$ cat config.mk
export PLATFORM = sky130hd
export DESIGN_NAME = hub75_scan_driver
export DESIGN_NICKNAME = d
export VERILOG_FILES = /design/src/rtl/hub75_scan_driver.sv
export SDC_FILE = /design/constraint.sdc
export NUM_CORES = 1
export LEC_CHECK = 0
export ABC_AREA = 1
export BUFFER_PORTS_ARGS = -buffer_cell sky130_fd_sc_hd__clkbuf_2
export CELL_PAD_IN_SITES_DETAIL_PLACEMENT = 1
export CELL_PAD_IN_SITES_GLOBAL_PLACEMENT = 2
export CORE_MARGIN = 2
export CORE_UTILIZATION = 27
export CTS_BUF_LIST = sky130_fd_sc_hd__clkbuf_16
export DETAILED_ROUTE_END_ITERATION = 10
export GPL_TIMING_DRIVEN = 1
export MAX_ROUTING_LAYER = met4
export PLACE_DENSITY = 0.76
export SETUP_SLACK_MARGIN = 0.4
export SLEW_MARGIN = 20
export SYNTH_ARGS = -nofsm -noshare
export SYNTH_HDL_FRONTEND = slang
export SYNTH_SLANG_ARGS = --single-unit
$ cat constraint.sdc
create_clock -name clk -period 2.2 [get_ports clk]
set_input_delay 0.11 -clock clk [delete_from_list [all_inputs] [get_ports clk]]
set_output_delay 0.11 -clock clk [all_outputs]
set_load 0.005 [all_outputs]
$ cat src/rtl/hub75_scan_driver.sv
// HUB75 scan driver for a 64x32, 1/16-scan panel with 5-plane binary-code modulation.
// Reads one top/bottom RGB565 pixel pair per column from the frame buffer and shifts it out.
module hub75_scan_driver #(
    parameter int BITS_PER_PIXEL = 16,
    parameter int BASE_TIME      = 8
) (
    input  logic                      clk,
    input  logic                      rst_n,
    input  logic                      enable,
    output logic [9:0]                read_addr,
    output logic                      read_en,
    input  logic [BITS_PER_PIXEL-1:0] read_data_top,
    input  logic [BITS_PER_PIXEL-1:0] read_data_bottom,
    output logic                      r1,
    output logic                      g1,
    output logic                      b1,
    output logic                      r2,
    output logic                      g2,
    output logic                      b2,
    output logic                      pclk,
    output logic                      lat,
    output logic                      oe_n,
    output logic [3:0]                row_addr,
    output logic                      frame_done,
    output logic [2:0]                state_dbg
);

    localparam int DISP_W = $clog2(BASE_TIME * 16);
    localparam int IW     = $clog2(BITS_PER_PIXEL);

    typedef enum logic [2:0] {
        S_IDLE    = 3'd0,
        S_SHIFT   = 3'd1,
        S_TAIL    = 3'd2,
        S_LATCH   = 3'd3,
        S_DISPLAY = 3'd4
    } state_t;

    state_t              state_q, state_d;
    logic [3:0]          row_q, row_d;
    logic [2:0]          plane_q, plane_d;
    logic [5:0]          col_q, col_d;
    logic                phase_q, phase_d;
    logic [DISP_W-1:0]   disp_q, disp_d;
    logic [9:0]          read_addr_q, read_addr_d;
    logic                read_en_q, read_en_d;
    logic [5:0]          rgb_q, rgb_d;
    logic                pclk_q, pclk_d;
    logic                lat_q, lat_d;
    logic                oe_n_q, oe_n_d;
    logic [3:0]          row_addr_q, row_addr_d;
    logic                frame_done_q, frame_done_d;
    logic                start_shift;
    logic [DISP_W-1:0]   disp_last;
    logic [IW-1:0]       r_idx, g_idx, b_idx;

    assign disp_last = DISP_W'((BASE_TIME << plane_q) - 1);
    // Green LSB (data[5]) is dropped so all three colours use 5 planes.
    assign r_idx = IW'(11) + IW'(plane_q);
    assign g_idx = IW'(6) + IW'(plane_q);
    assign b_idx = IW'(plane_q);

    always_comb begin
        state_d      = state_q;
        row_d        = row_q;
        plane_d      = plane_q;
        col_d        = col_q;
        phase_d      = phase_q;
        disp_d       = disp_q;
        read_addr_d  = read_addr_q;
        read_en_d    = 1'b0;
        rgb_d        = rgb_q;
        pclk_d       = 1'b0;
        lat_d        = 1'b0;
        oe_n_d       = 1'b1;
        row_addr_d   = row_addr_q;
        frame_done_d = 1'b0;
        start_shift  = 1'b0;
        case (state_q)
            S_IDLE: begin
                if (enable) begin
                    row_d       = 4'd0;
                    plane_d     = 3'd0;
                    start_shift = 1'b1;
                end
            end
            S_SHIFT: begin
                read_en_d = 1'b1;
                if (!phase_q) begin
                    phase_d = 1'b1;
                    pclk_d  = (col_q != 6'd0);
                end else begin
                    phase_d = 1'b0;
                    rgb_d   = {read_data_top[r_idx], read_data_top[g_idx], read_data_top[b_idx],
                               read_data_bottom[r_idx], read_data_bottom[g_idx], read_data_bottom[b_idx]};
                    if (col_q == 6'd63) begin
                        read_en_d = 1'b0;
                        state_d   = S_TAIL;
                    end else begin
                        col_d       = col_q + 6'd1;
                        read_addr_d = {row_q, col_q + 6'd1};
                    end
                end
            end
            // Rising edge for column 63 lands here so its data has a full cycle of setup.
            S_TAIL: begin
                pclk_d  = 1'b1;
                state_d = S_LATCH;
            end
            S_LATCH: begin
                lat_d      = 1'b1;
                row_addr_d = row_q;
                disp_d     = '0;
                state_d    = S_DISPLAY;
            end
            S_DISPLAY: begin
                oe_n_d = 1'b0;
                disp_d = disp_q + 1'b1;
                if (disp_q == disp_last) begin
                    if (plane_q != 3'd4) begin
                        plane_d     = plane_q + 3'd1;
                        start_shift = 1'b1;
                    end else begin
                        plane_d = 3'd0;
                        if (row_q == 4'd15) begin
                            frame_done_d = 1'b1;
                            row_d        = 4'd0;
                            start_shift  = enable;
                            if (!enable) state_d = S_IDLE;
                        end else begin
                            row_d       = row_q + 4'd1;
                            start_shift = 1'b1;
                        end
                    end
                end
            end
            default: state_d = S_IDLE;
        endcase
        if (start_shift) begin
            state_d     = S_SHIFT;
            col_d       = 6'd0;
            phase_d     = 1'b0;
            read_en_d   = 1'b1;
            read_addr_d = {row_d, 6'd0};
        end
    end

    always_ff @(posedge clk or negedge rst_n) begin
        if (!rst_n) begin
            state_q      <= S_IDLE;
            row_q        <= '0;
            plane_q      <= '0;
            col_q        <= '0;
            phase_q      <= 1'b0;
            disp_q       <= '0;
            read_addr_q  <= '0;
            read_en_q    <= 1'b0;
            rgb_q        <= '0;
            pclk_q       <= 1'b0;
            lat_q        <= 1'b0;
            oe_n_q       <= 1'b1;
            row_addr_q   <= '0;
            frame_done_q <= 1'b0;
        end else begin
            state_q      <= state_d;
            row_q        <= row_d;
            plane_q      <= plane_d;
            col_q        <= col_d;
            phase_q      <= phase_d;
            disp_q       <= disp_d;
            read_addr_q  <= read_addr_d;
            read_en_q    <= read_en_d;
            rgb_q        <= rgb_d;
            pclk_q       <= pclk_d;
            lat_q        <= lat_d;
            oe_n_q       <= oe_n_d;
            row_addr_q   <= row_addr_d;
            frame_done_q <= frame_done_d;
        end
    end

    assign read_addr              = read_addr_q;
    assign read_en                = read_en_q;
    assign {r1, g1, b1, r2, g2, b2} = rgb_q;
    assign pclk                   = pclk_q;
    assign lat                    = lat_q;
    assign oe_n                   = oe_n_q;
    assign row_addr               = row_addr_q;
    assign frame_done             = frame_done_q;
    assign state_dbg              = state_q;

endmodule

==> flow_metrics.env <==
export IMPL_timing_slew_headroom_pct=62.7
export IMPL_cts_sinks=43
export IMPL_drv_slew=0
export IMPL_drt_first_iter_violations=117
export IMPL_cp_cell_sequence="clkinv_4 > buf_12 > ha_4 > nand2_8 > nor2_2 > a21oi_2 > nand3_4 > nand2_8 > buf_6 > buf_6 > nor2_2"
export IMPL_die_area_um2=12100
export IMPL_setup_violations=0
export IMPL_pin_count=63
export IMPL_min_delay_path_depth=6
export IMPL_io_buffers=62
export IMPL_grt_antenna_before_repair=0
export IMPL_synth_edf_count=0
export IMPL_fmax_ghz=0.550
export IMPL_die_y_um=110
export IMPL_path_class="flip-flop to flip-flop"
export IMPL_postSynthCellCount=434
export IMPL_die_x_um=110
export IMPL_reg2regPathDepth=11
export IMPL_track_usage_pct=16.3
export IMPL_cp_buffers_inverters=4
export IMPL_cts_tree="done"
export IMPL_worstMarginPinSlew_ps=559
export IMPL_drt_met1_wl_um=4790
export IMPL_drive_gt1_share_pct=36.4
export IMPL_syn_cell_area_um2=3030
export IMPL_synth_async_reset_ratio_pct=100
export IMPL_peakVddDrop_v=0.000273
export IMPL_grt_pass1_vias=3110
export IMPL_critPathLaunchType="flip-flop"
export IMPL_drv_cap=0
export IMPL_clock_latency_ps=290
export IMPL_finalCritPeriodShare_pct=82.7
export IMPL_overflow=0
export IMPL_cp_end_kind="flip-flop"
export IMPL_avgViaCountPerCell=4.81
export IMPL_final_cell_area_um2=4330
export IMPL_nets=592
export IMPL_wl_met3_um=251
export IMPL_grt_pass1_wl_um=15100
export IMPL_synth_net_count=481
export IMPL_dr_wl_met2_um=5030
export IMPL_p_leak_nw=2.15
export IMPL_cpPeakStageDelay_ps=420
export IMPL_hold_class="input port to flip-flop"
export IMPL_num_vias=3298
export IMPL_rows=38
export IMPL_pwr_density_cell_nw_per_um2=374
export IMPL_min_to="rgb_q[5]"
export IMPL_gp_congestion=0.868
export IMPL_crit_path_top_delay_cell="dfrtp_2"
export IMPL_htreeDepth=2
export IMPL_avgSynthCellArea_um2=6.98
export IMPL_rsz0062_at_grt="yes"
export IMPL_reg2reg_to="col_q[2]"
export IMPL_timing_rr_start="plane_q[1]"
export IMPL_crit_family="buffers and inverters"
export IMPL_firstDrtPassIters=4
export IMPL_dpl_hpwl_um=7170
export IMPL_post_dp_cell_area_um2=3550
export IMPL_diodes=0
export IMPL_clk_pin_slew_worst_paths_ps=60
export IMPL_clockBufferDepth=2
export IMPL_drc=0
export IMPL_synth_top_area_share_pct=34.7
export IMPL_synth_cell_type_count=38
export IMPL_critPathArrivalTime_ps=2000
export IMPL_grt_max_degree=42
export IMPL_outcome="complete, no violations"
export IMPL_numCtsBuffers=5
export IMPL_ys_top_cells_by_area="dfrtp_1 (35%), nand2_1 (13%), o21ai_0 (7.1%)"
export IMPL_antenna_left=0
export IMPL_synth_seq_cells=43
export IMPL_synth_flop_cell="dfrtp_1"
export IMPL_ys_seq_area_share_pct=35.6
export IMPL_cp_max_fo=8
export IMPL_hp_start="read_data_top[3]"
export IMPL_syn_to_final_growth_pct=43.1
export IMPL_drt_total_wl_um=10200
export IMPL_root_buffer="clkbuf_16"
export IMPL_hold_viol=0
export IMPL_topRoutingLayerUsed="met4"
export IMPL_synth_top_area_cell="dfrtp_1"
export IMPL_drt_wirelength_per_cell_um=14.8
export IMPL_fin_crit_ps=1820
export IMPL_coreArea_um2=10900
export IMPL_fin_skew_ps=5.81
export IMPL_tns_ps=0
export IMPL_critical_path_required_ps=2380
export IMPL_reg2reg_slack_ps=380
export IMPL_yosys_warnings=0
export IMPL_start_util_pct=27.8
worst max path at each step:
stage               startpoint           end  depth (start not counted)
floorplan           plane_q[0]    plane_q[1]                         14
global placement    plane_q[1]  state_dbg[1]                         12
detailed placement  plane_q[1]  state_dbg[1]                         12
CTS                 plane_q[0]      rgb_q[2]                          9
global route        plane_q[1]      rgb_q[5]                         10
finish              plane_q[1]      col_q[2]                         11
worst reg2reg max path, stage by stage, from the launching register on:
cell	delay [ps]
dfrtp_2	420
clkinv_4	110
buf_12	130
ha_4	180
nand2_8	80
nor2_2	50
a21oi_2	220
nand3_4	150
nand2_8	130
buf_6	130
buf_6	90
nor2_2	30
final cells by class:
class / count / area, um^2
Fill cell: 1378 / 6550
Multi-Input combinational cell: 320 / 1880
Sequential cell: 43 / 1080
Timing Repair Buffer: 118 / 828
Inverter: 57 / 231
Tap cell: 140 / 175
Clock buffer: 5 / 125
Clock inverter: 3 / 12.5
Yosys cell counts, types with 2 or more instances:
cell type,n
nor3_1,7
nand2_2,6
inv_1,49
xor2_1,5
ha_1,12
or2_2,5
buf_6,2
o21ai_1,3
o21ai_0,43
nand3_1,41
dfrtp_1,42
o21a_1,2
nor2_1,39
inv_2,6
o31ai_1,2
a21oi_1,17
nor2_2,5
o22ai_1,3
nand3_2,2
clkbuf_1,4
o211ai_1,9
nand4_1,4
nand2_1,105
buf_2,7
what timing repair did:
action                                  in CTS  in global routing
pin swaps                                    2                 36
setup buffers                                0                 41
gates resized for setup                     11                 76
hold endpoints to repair                    18                  0
hold buffers                                 1                  0
endpoints found under the setup margin      14                 22
gates cloned                                 0                  1
logic make-up after synthesis:
kind of cell,Yosys count,share of synthesized area [%]
simple gates,219,32.4
compound gates,82,15.1
buf+inv,71,9.88
flops,43,35.6
fa+ha+maj,12,4.96
xor+xnor,6,1.74
mux,1,0.331
metal layers:
| metal | vias to the layer above | track usage [%] |
|---|---|---|
| met3 | 7 | 2.31 |
| li1 | 1637 | - |
| met2 | 39 | 26.9 |
| met5 | - | - |
| met4 | 0 | 3.53 |
| met1 | 1615 | 21.3 |
where the power goes:
group | switching [W] | internal (W)
combinational | 0.0000630 | 0.0000483
clock | 0.000299 | 0.000410
sequential | 0.00000345 | 0.000797
layout by cell type, fill, tap and decap left out, types with 5 or more instances in the layout:
cell type and count:
nand2_2 11, or2_2 5, clkbuf_2 62, a21oi_1 16, buf_12 5, inv_1 43, clkbuf_16 6, o21ai_2 6
dfrtp_1 39, o21ai_0 33, xor2_1 5, nor2_2 8, nand2_1 96, o21ai_1 7, buf_4 45, nand3_2 5
inv_2 11, o211ai_1 9, ha_1 8, nor2_1 33, nor3_1 5, nand3_1 36
metrics by stage:
stage	hold slack [ps]	setup slack (ps)	power [W]	utilization [%]	cells
after floorplan	-186	404	0.000849	-	434
after global placement	117	341	0.000920	32.6	635
after detailed placement	128	290	0.000922	32.6	635
after CTS	323	386	0.00163	34.4	644
after global routing	377	281	0.00169	39.8	686
final	324	381	0.00162	39.8	686
flip-flops by register name, summed over array words and instances (netlist names), 3 cells and up:
register	count
rgb_q	6
col_q	5
state_dbg	3
read_addr	5
disp_q	7
row_q	4
plane_q	3
row_addr	4
No activity file was read; power rests on OpenSTA's default activity.
